--- src/rtl/nano_sequencer.sv ---
// Moore microsequencer for a reduced LC-3b datapath: fetch, decode and a small
// set of execute flows, with every control output decoded from the current state.
module nano_sequencer (
  input  logic        CLK,
  input  logic        RESET,
  input  logic [15:0] IR,
  input  logic        BEN,
  input  logic        R,
  output logic        LD_MAR,
  output logic        LD_MDR,
  output logic        LD_IR,
  output logic        LD_BEN,
  output logic        LD_REG,
  output logic        LD_CC,
  output logic        LD_PC,
  output logic        GatePC,
  output logic        GateMDR,
  output logic        GateALU,
  output logic        GateMARMUX,
  output logic        GateSHF,
  output logic [1:0]  PCMUX,
  output logic        DRMUX,
  output logic        SR1MUX,
  output logic        ADDR1MUX,
  output logic [1:0]  ADDR2MUX,
  output logic        LSHF1,
  output logic        MARMUX,
  output logic [1:0]  ALUK,
  output logic        MIO_EN,
  output logic        R_W,
  output logic        DATA_SIZE,
  output logic [5:0]  STATE
);

  typedef enum logic [5:0] {
    StBr       = 6'd0,
    StAdd      = 6'd1,
    StAnd      = 6'd5,
    StLdwAddr  = 6'd6,
    StStwAddr  = 6'd7,
    StXor      = 6'd9,
    StJmp      = 6'd12,
    StShf      = 6'd13,
    StLea      = 6'd14,
    StStwWrite = 6'd16,
    StFetch    = 6'd18,
    StBrTaken  = 6'd22,
    StStwData  = 6'd23,
    StLdwRead  = 6'd25,
    StLdwWb    = 6'd27,
    StDecode   = 6'd32,
    StFetchRd  = 6'd33,
    StLoadIr   = 6'd35
  } state_e;

  state_e state_q, state_d;

  // Only the opcode field steers sequencing; operand fields go to the datapath.
  logic unused_ir;
  assign unused_ir = ^IR[11:0];

  always_ff @(posedge CLK) begin
    if (RESET) begin
      state_q <= StFetch;
    end else begin
      state_q <= state_d;
    end
  end

  always_comb begin
    state_d = StFetch;
    unique case (state_q)
      StFetch:    state_d = StFetchRd;
      StFetchRd:  state_d = R ? StLoadIr : StFetchRd;
      StLoadIr:   state_d = StDecode;
      StDecode: begin
        case (IR[15:12])
          4'b0001: state_d = StAdd;
          4'b0101: state_d = StAnd;
          4'b1001: state_d = StXor;
          4'b1101: state_d = StShf;
          4'b1110: state_d = StLea;
          4'b0000: state_d = StBr;
          4'b1100: state_d = StJmp;
          4'b0110: state_d = StLdwAddr;
          4'b0111: state_d = StStwAddr;
          default: state_d = StFetch;
        endcase
      end
      StBr:       state_d = BEN ? StBrTaken : StFetch;
      StLdwAddr:  state_d = StLdwRead;
      StStwAddr:  state_d = StStwData;
      StLdwRead:  state_d = R ? StLdwWb : StLdwRead;
      StStwData:  state_d = StStwWrite;
      StStwWrite: state_d = R ? StFetch : StStwWrite;
      default:    state_d = StFetch;
    endcase
  end

  always_comb begin
    LD_MAR     = 1'b0;
    LD_MDR     = 1'b0;
    LD_IR      = 1'b0;
    LD_BEN     = 1'b0;
    LD_REG     = 1'b0;
    LD_CC      = 1'b0;
    LD_PC      = 1'b0;
    GatePC     = 1'b0;
    GateMDR    = 1'b0;
    GateALU    = 1'b0;
    GateMARMUX = 1'b0;
    GateSHF    = 1'b0;
    PCMUX      = 2'b00;
    DRMUX      = 1'b0;
    SR1MUX     = 1'b0;
    ADDR1MUX   = 1'b0;
    ADDR2MUX   = 2'b00;
    LSHF1      = 1'b0;
    MARMUX     = 1'b0;
    ALUK       = 2'b00;
    MIO_EN     = 1'b0;
    R_W        = 1'b0;
    DATA_SIZE  = 1'b0;
    unique case (state_q)
      StFetch: begin
        LD_MAR = 1'b1;
        GatePC = 1'b1;
        LD_PC  = 1'b1;
      end
      StFetchRd, StLdwRead: begin
        MIO_EN    = 1'b1;
        DATA_SIZE = 1'b1;
        LD_MDR    = 1'b1;
      end
      StLoadIr: begin
        GateMDR = 1'b1;
        LD_IR   = 1'b1;
      end
      StDecode: LD_BEN = 1'b1;
      StAdd, StAnd, StXor: begin
        SR1MUX  = 1'b1;
        GateALU = 1'b1;
        LD_REG  = 1'b1;
        LD_CC   = 1'b1;
        ALUK    = (state_q == StAdd) ? 2'b00 : (state_q == StAnd) ? 2'b01 : 2'b10;
      end
      StShf: begin
        SR1MUX  = 1'b1;
        GateSHF = 1'b1;
        LD_REG  = 1'b1;
        LD_CC   = 1'b1;
      end
      StLea: begin
        ADDR2MUX   = 2'b10;
        LSHF1      = 1'b1;
        MARMUX     = 1'b1;
        GateMARMUX = 1'b1;
        LD_REG     = 1'b1;
      end
      StBrTaken: begin
        ADDR2MUX = 2'b10;
        LSHF1    = 1'b1;
        PCMUX    = 2'b10;
        LD_PC    = 1'b1;
      end
      StJmp: begin
        SR1MUX  = 1'b1;
        ALUK    = 2'b11;
        GateALU = 1'b1;
        PCMUX   = 2'b01;
        LD_PC   = 1'b1;
      end
      StLdwAddr, StStwAddr: begin
        SR1MUX     = 1'b1;
        ADDR1MUX   = 1'b1;
        ADDR2MUX   = 2'b01;
        LSHF1      = 1'b1;
        MARMUX     = 1'b1;
        GateMARMUX = 1'b1;
        LD_MAR     = 1'b1;
      end
      StLdwWb: begin
        GateMDR = 1'b1;
        LD_REG  = 1'b1;
        LD_CC   = 1'b1;
      end
      // Store data passes SR (IR[11:9]) through the ALU onto the bus into MDR.
      StStwData: begin
        ALUK    = 2'b11;
        GateALU = 1'b1;
        LD_MDR  = 1'b1;
      end
      StStwWrite: begin
        MIO_EN    = 1'b1;
        R_W       = 1'b1;
        DATA_SIZE = 1'b1;
      end
      default: ;
    endcase
  end

  assign STATE = state_q;

endmodule

--- config.mk ---
export PLATFORM = sky130hd
export DESIGN_NAME = nano_sequencer
export DESIGN_NICKNAME = d
export VERILOG_FILES = /design/src/rtl/nano_sequencer.sv
export SDC_FILE = /design/constraint.sdc
export NUM_CORES = 1
export LEC_CHECK = 0
export ABC_AREA = 1
export CAP_MARGIN = 20
export CORE_MARGIN = 2
export CORE_UTILIZATION = 36
export DETAILED_ROUTE_END_ITERATION = 16
export GPL_TIMING_DRIVEN = 0
export PLACE_DENSITY = 0.83
export SYNTH_ARGS = -nofsm -noshare
export SYNTH_HDL_FRONTEND = slang
export SYNTH_SLANG_ARGS = --single-unit
--- constraint.sdc ---
create_clock -name CLK -period 2.5 [get_ports CLK]
set_input_delay 0.5 -clock CLK [delete_from_list [all_inputs] [get_ports CLK]]
set_output_delay 0.5 -clock CLK [all_outputs]
set_load 0.1 [all_outputs]
==> metrics.md, run 1 <==
| Metric | Value |
|---|---|
| Routed Antenna Nets | 0 |
| Final worst slack | 0.115 ns |
| Distinct cells, synth | 20 |
| Fmax | 419 MHz |
| Io pins | 52 |
| DR DRC count | 0 |
| Gr usage total | 0.189 |
| Final wirelength | 2090 microns |
| Largest net degree at the start of global routing | 7 |
| Critical Path Start Type | register |
| P_leak | 0.647 nW |
| WL/cell | 10.7 microns |
| Via/cell ratio | 4.93 |
| RR Startpoint | STATE[1] |
| Critical Path End Type | output port |
| Hold Crit Class | register to register |
| First drt pass iteration count | 4 |
| Worst reg2reg path endpoint | STATE[1] |
| Clk Latency, worst-skew pair | 0.24 ns |
| H-tree levels | 1 |
| Die width | 48.2 microns |
| R2R Setup Slk | 1.16 ns |
| Final Cycle Share | 0.954 |
| Synth Area in Compound Gates | 0.0838 |
| Place WS | -0.255 ns |
| Clk_skew | 0.00461 ns |
| Hold-fix buffers, CTS | 0 |
| Core ar. | 1780 sq um |
| Port bufs | 38 |
| Pwr dens | 1240 nW/um^2 |
| Nets | 191 |
| Synth Cell Area | 702 sq um |
| First-pass GRT wire length | 3150 microns |
| DIE AREA | 2320 sq um |
| Req. time, crit path | 2.00 ns |
| Top post-synthesis cells by area | dfxtp_1, nand2_1, nand3_1, nor2_1, inv_1 |
| Arr. time, crit path | 1.89 ns |
| HPWL reported at the end of detailed placement | 1780 microns |
| Max-slew violation count | 0 |
| Post-synth top area share | 0.171 |
| CTS buffer count | 3 |
| Max FO, Critical Path | 5 |
| Gpl congestion | 0.852 |
| Synth-to-layout area growth | 63.5% |
| Ant. Diodes | 0 |
| Setup violators final | 0 |
| Fin area | 1150 sq um |
| Synthesized flop and latch total | 6 |
| Vias in the first global route | 816 |
| YS warnings | 0 |
| Hold path endpoint | STATE[3] |
| CTS root buffer | clkbuf_4 |
| Post-Syn Area per Cell | 5.48 sq um |
| Largest family of logic cells by synthesized area | simple AND/OR/NAND/NOR gates |
| Worst vdd ir | 720 uV |
| Outcome | finished, final reports clean |
| Routed vias | 961 |
| Rows | 15 |
| Total power | 1.42 mW |
| Effective utilization at floorplan | 0.394 |
| Grt total ovfl | 0 |
| Cell taking the most area after synthesis | dfxtp_1 |
| RSZ-0062 raised after global routing | no |
| Die span in y | 48.2 microns |
| Mux contribution to synthesized area | 0 |
| Simple-gate share of the synthesized area | 0.569 |
| Max cap viols | 0 |
| XOR/XNOR share of the synthesized area | 0 |
| Hold path depth | 4 |
| Post-DP Area | 1160 sq um |
| TNS Setup | 0 ns |
| Area share of fa/ha/maj cells after synthesis | 0 |
| R2R depth | 7 |
| Final Hold Vio Count | 0 |
| Min Hold Slack | 0.723 ns |
| Sink Count | 6 |
| Syn nets | 148 |
| Crit path kind | register to output port |
| Min Tclk post-route | 2.39 ns |
| Post-Synthesis Cells | 128 |
| Worst-margin pin slew | 0.980 ns |
| Min-delay src | STATE[5] |
| Share of cells above drive strength 1 | 0.371 |
| Register area share after synthesis | 0.171 |
| Number of flip-flops in the largest register | 6 |
| Relative slew slack | 0.344 |
| Initial antenna violation count | 0 |
| Drt first-iter violations | 22 |
| TritonCTS clock tree | done |
| Clk pin slew, worst setup/hold paths | 0.05 ns |
| Longest Clk Path Bufs | 2 |
cell families after synthesis:
logic type | Yosys count
simple gates | 82
compound gates | 11
other cells | 1
flops | 6
buf+inv | 28
power by group:
part | leakage (nW) | internal, mW | switching, mW
clock | 0.0150 | 0.0604 | 0.0337
combinational | 0.580 | 0.222 | 0.923
sequential | 0.0514 | 0.134 | 0.0449
Yosys cell counts:
library cell and n:
inv_1 15, a31oi_1 1, a21oi_1 2, nor2_4 4, nor2_1 16, nor2_2 2
inv_2 9, nand2_1 30, o21ai_1 3, conb_1 1, nand3b_1 1, dfxtp_1 6
nand4_1 3, buf_4 4, a21boi_1 1, nand2_2 2, nor3_1 3, nand3_1 19
nand3_2 2, o21ai_0 4
per-layer routing:
| metal | share of wire | global-route usage | wire [microns] | vias up |
|---|---|---|---|---|
| met4 | 0 | 0.0324 | 0 | 0 |
| met5 | 0 | 0 | 0 | - |
| met1 | 0.40 | 0.200 | 844 | 431 |
| met3 | 0.076 | 0.0296 | 158 | 0 |
| met2 | 0.52 | 0.387 | 1090 | 43 |
| li1 | - | - | - | 487 |
area by class of cell:
type	count	area, sq um
fill	170	636
timing repair buffer	38	344
multi-input combinational	94	490
buffer	4	30.0
inverter	24	90.1
clock buffer	4	26.3
sequential	6	135
tap	25	31.3
per-stage QoR:
step,std cells,util
floorplan,128,-
global placement,191,0.649
detailed placement,191,0.649
CTS,195,0.670
global route,195,0.644
finish,195,0.644
timing repair:
| item | in CTS | in global routing |
|---|---|---|
| cloned | 0 | 0 |
| resized for setup | 61 | 18 |
| buffers inserted | 0 | 0 |
| setup endpoints to repair | 25 | 11 |
critical path, stage by stage (launching register included):
cell and delay [ns]:
dfxtp_4 0.35, nor2_1 0.28, nand3_1 0.17, nand2_1 0.11, inv_1 0.06, nand2_2 0.06
buf_4 0.09, clkdlybuf4s18_2 0.52
how the worst max path moves through the flow:
stage,startpoint,endpoint,slack (ns),cells past startpoint
after floorplan,STATE[0],ALUK[1],-0.35,4
after global placement,STATE[4],MARMUX,-0.24,7
after detailed placement,STATE[4],MARMUX,-0.26,7
after CTS,STATE[1],GatePC,0.004,5
after global routing,STATE[1],MIO_EN,0.007,7
final,STATE[1],MIO_EN,0.11,7
cell usage in the layout (no fill, tap or decap), drive strengths merged, types with 2 or more instances in the layout:
cell           instances
a21oi                  2
buf                    7
clkbuf                12
clkdlybuf4s15         13
clkdlybuf4s50         13
dfxtp                  6
inv                   24
nand2                 32
nand3                 21
nand4                  3
nor2                  22
nor3                   3
o21ai                  7
(Power assumes the default switching activity.)
==> run 2, diff against run 1 <==
- ABC_AREA: 1 -> default
- CORE_UTILIZATION: 36 -> 40
- PLACE_DENSITY: 0.83 -> 0.84
==> run 2 against run 1 <==
Final cell count rose by 2.1%. Synthesized cell count up 2.3%. Sequential power is 13% higher. First-iteration DRC count grew 120%. Power grew 43%. Worst setup slack worse by 0.056 ns. Maximum frequency down 2.3%. Design area rose by 33%. Core utilization is 11 points higher. Register-to-register slack worse by 0.31 ns. Count of clock-buffer cells in the layout is 1 lower. Clock power fell by 8.5%. Critical endpoint is now LD_BEN. Largest cell class unchanged.
==> metrics.md, run 2 <==
| Metric | Value |
|---|---|
| Post-Syn Area per Cell | 6.71 sq um (+22%) |
| Critical-path cell list | or4b_4 -> nor2_4 -> clkdlybuf4s18_2 |
| Clk Latency, worst-skew pair | 0.24 ns (about the same) |
| Slowest stage delay, CP | 0.58 ns (+0.06 ns) |
| Share of cells above drive strength 1 | 0.430 (+0.0596) |
| Most frequent cell after synthesis | nor2_1 |
| Worst reg2reg path endpoint | STATE[4] |
| Post-Synthesis Cells | 131 (+2.3%) |
| Relative slew slack | 0.335 (-0.00940) |
| Fmax | 410 MHz (-2.3%) |
| Crit path kind | register to output port |
| Synthesized flop and latch total | 6 (unchanged) |
| Total power | 2.02 mW (+43%) |
| First drt pass iteration count | 4 (unchanged) |
| Die width | 50.9 microns (+5.7%) |
| Largest net degree at the start of global routing | 11 (+4) |
| Hold-fix buffers, CTS | 0 (unchanged) |
| DR DRC count | 0 (unchanged) |
| Routed vias | 1177 (+22%) |
| R2R Setup Slk | 0.85 ns (-0.31 ns) |
| Distinct cells, synth | 41 (+110%) |
| Hold path endpoint | STATE[3] |
| P_leak | 0.587 nW (-9.2%) |
| Core ar. | 2020 sq um (+13%) |
| Worst-margin pin slew | 0.994 ns (+0.0141 ns) |
| Effective utilization at floorplan | 0.435 (+0.0413) |
| Place WS | -0.539 ns (-0.284 ns) |
| Ant. Diodes | 0 (unchanged) |
| HPWL reported at the end of detailed placement | 2390 microns (+34%) |
| Number of flip-flops in the largest register | 6 (unchanged) |
| Cell taking the most area after synthesis | dfxtp_1 |
| Sink Count | 6 (unchanged) |
| Critical Path End Type | output port |
| Max-slew violation count | 0 (unchanged) |
| Routed Antenna Nets | 0 (unchanged) |
| Vias in the first global route | 1096 (+34%) |
| YS warnings | 0 (unchanged) |
| Clk pin slew, worst setup/hold paths | 0.04 ns (about the same) |
| Post-synth top cells | nor2_1, buf_2, nor3_1, o21ai_0, nand2_1 |
| Hold Crit Class | register to register |
| R2R depth | 6 (-1) |
| Max cap viols | 0 (unchanged) |
| Final worst slack | 0.0586 ns (-0.0560 ns) |
| Outcome | finished, final reports clean |
| CTS buffer count | 3 (unchanged) |
| Req. time, crit path | 2.00 ns (about the same) |
| Min Tclk post-route | 2.44 ns (+0.0560 ns) |
| RSZ-0062 raised after global routing | no |
| Critical Path Start Type | register |
| Synth Flop Type | dfxtp_1 |
| Crit-path slowest cell | or4b_4 |
| Worst vdd ir | 1280 uV (+78%) |
| Io pins | 52 (unchanged) |
| Final Hold Vio Count | 0 (unchanged) |
| Gpl congestion | 0.925 (+8.6%) |
| Register area share after synthesis | 0.137 (-0.0346) |
| Post-synth top area share | 0.137 (-0.0346) |
| Initial antenna violation count | 0 (unchanged) |
| Clk_skew | 0.00257 ns (-0.00204 ns) |
| Synth-to-layout area growth | 73.3% |
| Commonest cells after routing, fill and taps aside | buf_2, clkdlybuf4s50_1, o21ai_0, clkbuf_4, nor2_1 |
| Setup violators final | 0 (unchanged) |
| Pwr dens | 1330 nW/um^2 (+7.5%) |
| Arr. time, crit path | 1.94 ns (+0.05 ns) |
| Final core occ | 0.754 (+0.110) |
| Synth Cell Area | 880 sq um (+25%) |
| H-tree levels | 1 (unchanged) |
| Longest Clk Path Bufs | 2 (unchanged) |
| Port bufs | 38 (unchanged) |
| CTS root buffer | clkbuf_4 |
| Nets | 194 (+1.6%) |
| First-pass GRT wire length | 5220 microns (+66%) |
| WL/cell | 15.6 microns (+45%) |
| TritonCTS clock tree | done |
| Final wirelength | 3100 microns (+48%) |
| Rows | 16 (+1) |
| RR Startpoint | STATE[1] |
| Syn nets | 151 (+2.0%) |
| Post-synth EDFFs | 0 (unchanged) |
| Top post-synthesis cells by area | dfxtp_1, buf_2, nor3_1, nor2_1, o21ai_0 |
| Final Cycle Share | 0.977 (+0.0224) |
| Hold path depth | 3 (-1) |
| Drt first-iter violations | 49 (+120%) |
| Gr usage total | 0.265 (+0.0759) |
| Grt total ovfl | 0 (unchanged) |
| DIE AREA | 2590 sq um (+12%) |
| Via/cell ratio | 5.91 (+20%) |
| Min-delay src | STATE[5] |
| Max FO, Critical Path | 8 (+3) |
| Die span in y | 50.9 microns (+5.7%) |
| Post-synthesis async set-or-reset flop share | 0 (unchanged) |
run 2: cell types whose count changed after synthesis, sizes merged, moves of 3 or more:
cell | before | now
nor2 | 22 | 14
nand2b | 0 | 5
a31oi | 1 | 4
nor3b | 0 | 4
nor2b | 0 | 6
nand2 | 32 | 7
xor2 | 0 | 3
a21oi | 2 | 6
xnor2 | 0 | 3
inv | 24 | 4
nor3 | 3 | 10
buf | 4 | 15
or2 | 0 | 3
nand3 | 21 | 3
run 2: repair_timing:
item | 4_1_cts | 5_1_grt
setup buffers | 0 | 0
endpoints found under the setup margin | 25 | 17
resized for setup | 93 | 22
run 2: final cells by class:
class | instances | area (sq um)
Multi-Input combinational cell | 105 | 833
Fill cell | 178 | 498
Timing Repair Buffer | 38 | 327
Buffer | 16 | 150
Sequential cell | 6 | 143
Tap cell | 27 | 33.8
Clock buffer | 3 | 22.5
Inverter | 4 | 15.0
run 2: worst max path at each step:
stage,from,end,slack [ns],cells past startpoint
5_1_grt,STATE[4],LD_BEN,0.007,3
4_1_cts,STATE[2],ADDR2MUX[1],0.005,4
6_report,STATE[4],LD_BEN,0.06,3
3_3_place_gp,STATE[4],GateALU,-0.56,6
2_1_floorplan,STATE[2],LSHF1,-0.40,4
3_5_place_dp,STATE[4],GateALU,-0.54,6
run 2: worst max-delay path: cells and delay by family (launching register included):
family | cells | cell delay [ns]
buffers and inverters | 1 | 0.57
flip-flops | 1 | 0.36
AND/OR/NAND/NOR | 2 | 0.76
run 2: per-stage QoR:
stage | std cells | hold WS [ns] | TNS (ns) | cell area, sq um
final | 199 | 0.719 | 0 | 1520
after global routing | 199 | 0.736 | 0 | 1520
after CTS | 199 | 0.706 | 0 | 1550
after detailed placement | 196 | 0.699 | -6.67 | 1550
after global placement | 196 | 0.692 | -6.35 | 1550
after floorplan | 131 | 0.559 | -0.647 | 1140
run 2: layer usage:
metal | part of all wire | routed length (microns) | global-route usage | up-vias
met5 | 0 | 0 | 0 | -
met4 | 0.012 | 37 | 0.0450 | 0
met3 | 0.076 | 234 | 0.0585 | 5
met2 | 0.51 | 1580 | 0.474 | 63
met1 | 0.40 | 1250 | 0.330 | 551
li1 | - | - | - | 558
run 2: logic make-up (layout without fill, tap and decap cells):
family,count (synthesis),after routing,synth area share
flops,6,6,0.137
simple gates,65,65,0.422
compound gates,33,33,0.252
xor+xnor,6,6,0.0598
buf+inv,20,61,0.125
other cells,1,1,0.00426
run 2: power by group:
group          switching, mW  internal [mW]  leakage, nW
logic                   1.30          0.442        0.521
registers             0.0567          0.145       0.0524
clock network         0.0319         0.0541       0.0138
total                   1.38          0.641        0.587
==> run 3, diff against run 2 <==
- CTS_CLUSTER_SIZE: default -> 24
- REMOVE_ABC_BUFFERS: default -> 1
==> run 3 against run 2 <==
Sequential share of layout area increased by 2.0 points. Combinational power fell by 24%. Clock skew is essentially flat. Sequential power up 47%. Largest power group unchanged. Count of clock-buffer cells in the layout stayed put. Global-route usage down 6.2 points. Critical path type unchanged.
==> metrics.md, run 3 (synthesis gave the netlist of run 2 again) <==
| Metric | Value |
|---|---|
| Commonest cells after routing, fill and taps aside | nor2_1, nor3_1, buf_2 |
| Critical Path End Type | output port |
| Longest Clk Path Bufs | 2 (unchanged) |
| Routed vias | 1055 (-10%) |
| RR Startpoint | STATE[0] |
| R2R depth | 4 (-2) |
| Post-CTS Setup Bufs | 0 (unchanged) |
| RSZ-0062 raised after global routing | no |
| CTS root buffer | clkbuf_4 |
| Initial antenna violation count | 0 (unchanged) |
| Rows | 16 (unchanged) |
| Grt total ovfl | 0 (unchanged) |
| DIE AREA | 2590 sq um (unchanged) |
| Relative slew slack | 0.343 (+0.00827) |
| Crit path buf inv count | 1 (unchanged) |
| Clk Latency, worst-skew pair | 0.25 ns (about the same) |
| Pwr dens | 1450 nW/um^2 (+9.0%) |
| Effective utilization at floorplan | 0.435 (unchanged) |
| Final Cycle Share | 0.977 (about the same) |
| Req. time, crit path | 2.00 ns (about the same) |
| Die width | 50.9 microns (unchanged) |
| P_leak | 0.471 nW (-20%) |
| Post-DP Area | 1200 sq um (-23%) |
| Place WS | -0.729 ns (-0.191 ns) |
| Port bufs | 38 (unchanged) |
| Max-slew violation count | 0 (unchanged) |
| Top Family by Delay on Critical Path | buffers and inverters |
| Critical Path Start Type | register |
| Clk pin slew, worst setup/hold paths | 0.05 ns (about the same) |
| R2R Setup Slk | 0.88 ns (+0.03 ns) |
| First-pass GRT wire length | 4130 microns (-21%) |
| Nets | 178 (-8.2%) |
| Crit-path slowest cell | clkdlybuf4s50_1 |
| H-tree levels | 1 (unchanged) |
| Drt first-iter violations | 19 (-61%) |
| Worst-margin pin slew | 0.983 ns (-0.0109 ns) |
| Gpl congestion | 0.795 (-14%) |
| Final worst slack | 0.0587 ns (+0.000174 ns) |
| Worst reg2reg path endpoint | STATE[1] |
| Die span in y | 50.9 microns (unchanged) |
| Fmax | 410 MHz (about the same) |
| Clk_skew | 0.00280 ns (+0.000235 ns) |
| Largest net degree at the start of global routing | 27 (+16) |
| Final core occ | 0.587 (-0.166) |
| TritonCTS clock tree | done |
| Min Tclk post-route | 2.44 ns (-0.000174 ns) |
| Arr. time, crit path | 1.94 ns (about the same) |
| Gr usage total | 0.204 (-0.0616) |
| Vias in the first global route | 916 (-16%) |
| Synth-to-layout area growth | 35.0% |
| CTS buffer count | 3 (unchanged) |
| Max cap viols | 0 (unchanged) |
| Via/cell ratio | 5.77 (-2.5%) |
| Max FO, Critical Path | 16 (+8) |
| Final wirelength | 2490 microns (-20%) |
| Outcome | finished, final reports clean |
| Number of flip-flops in the largest register | 6 (unchanged) |
| WL/cell | 13.6 microns (-13%) |
| Share of cells above drive strength 1 | 0.256 (-0.174) |
| Ant. Diodes | 0 (unchanged) |
| Slowest stage delay, CP | 1.20 ns (+0.62 ns) |
| Core ar. | 2020 sq um (unchanged) |
| Worst vdd ir | 1230 uV (-4.1%) |
| Routed Antenna Nets | 0 (unchanged) |
| Hold-fix buffers, CTS | 0 (unchanged) |
| Setup violators final | 0 (unchanged) |
| Crit path kind | register to output port |
| Fin area | 1190 sq um (-22%) |
| Hold path depth | 2 (-1) |
| First drt pass iteration count | 4 (unchanged) |
| DR DRC count | 0 (unchanged) |
| Io pins | 52 (unchanged) |
| Hold Crit Class | register to register |
| Final Hold Vio Count | 0 (unchanged) |
| Critical-path cell list | clkdlybuf4s50_1 |
| HPWL reported at the end of detailed placement | 1700 microns (-29%) |
| Sink Count | 6 (unchanged) |
| Min-delay src | STATE[1] |
| Hold path endpoint | STATE[0] |
| Most common cell after layout, fill and taps aside | nor2_1 |
-- run 3: area by class of cell --
cell class              instances  area [sq um]
inverters                       4          15.0
multi-input cells             105           654
clock buffers                   3          22.5
repair buffers                 38           327
flip-flops and latches          6           135
fillers                       207           835
well taps                      27          33.8
-- run 3: worst min-delay path: stages, from the launching register on --
cell     delay [ns]
dfxtp_4        0.41
nand3_1        0.12
a21oi_1        0.06
-- run 3: worst max-delay path by stage --
stage | from | endpoint | slack [ns] | cells past startpoint
floorplan | STATE[2] | GateMARMUX | -3.89 | 2
finish | STATE[5] | STATE[5] | 0.06 | 1
global route | STATE[3] | LD_BEN | 0.002 | 3
detailed placement | STATE[1] | GateALU | -0.73 | 5
global placement | STATE[1] | GateALU | -0.73 | 5
CTS | STATE[1] | ALUK[0] | 0.005 | 4
-- run 3: report_power, final --
group	leakage, nW	total (mW)	switching (mW)	internal [mW]
Clock	0.0138	0.0919	0.0374	0.0545
Sequential	0.0515	0.297	0.157	0.140
Combinational	0.406	1.33	1.03	0.305
Total	0.471	1.72	1.22	0.500
-- run 3: what timing repair did --
item / CTS / global route
pin swaps: 0 / 0
resized for setup: 118 / 24
endpoints found under the setup margin: 31 / 23
-- run 3: routing by layer --
metal  global-route usage  wire length, microns  part of all wire  up-vias
li1                     -                     -                 -      522
met1                0.268                  1140              0.46      502
met2                0.327                  1210              0.49       29
met3               0.0614                   119             0.048        2
met4               0.0450                    12            0.0048        0
met5                    0                     0                 0        -
-- run 3: through the flow --
step	hold WS (ns)	TNS (ns)	total power, mW	std cells
after global placement	0.726	-13.33	1.62	180
after global routing	0.664	0	1.81	183
after CTS	0.638	0	1.71	183
after detailed placement	0.743	-13.85	1.64	180
final	0.633	0	1.72	183
after floorplan	0.569	-47.70	1.32	115
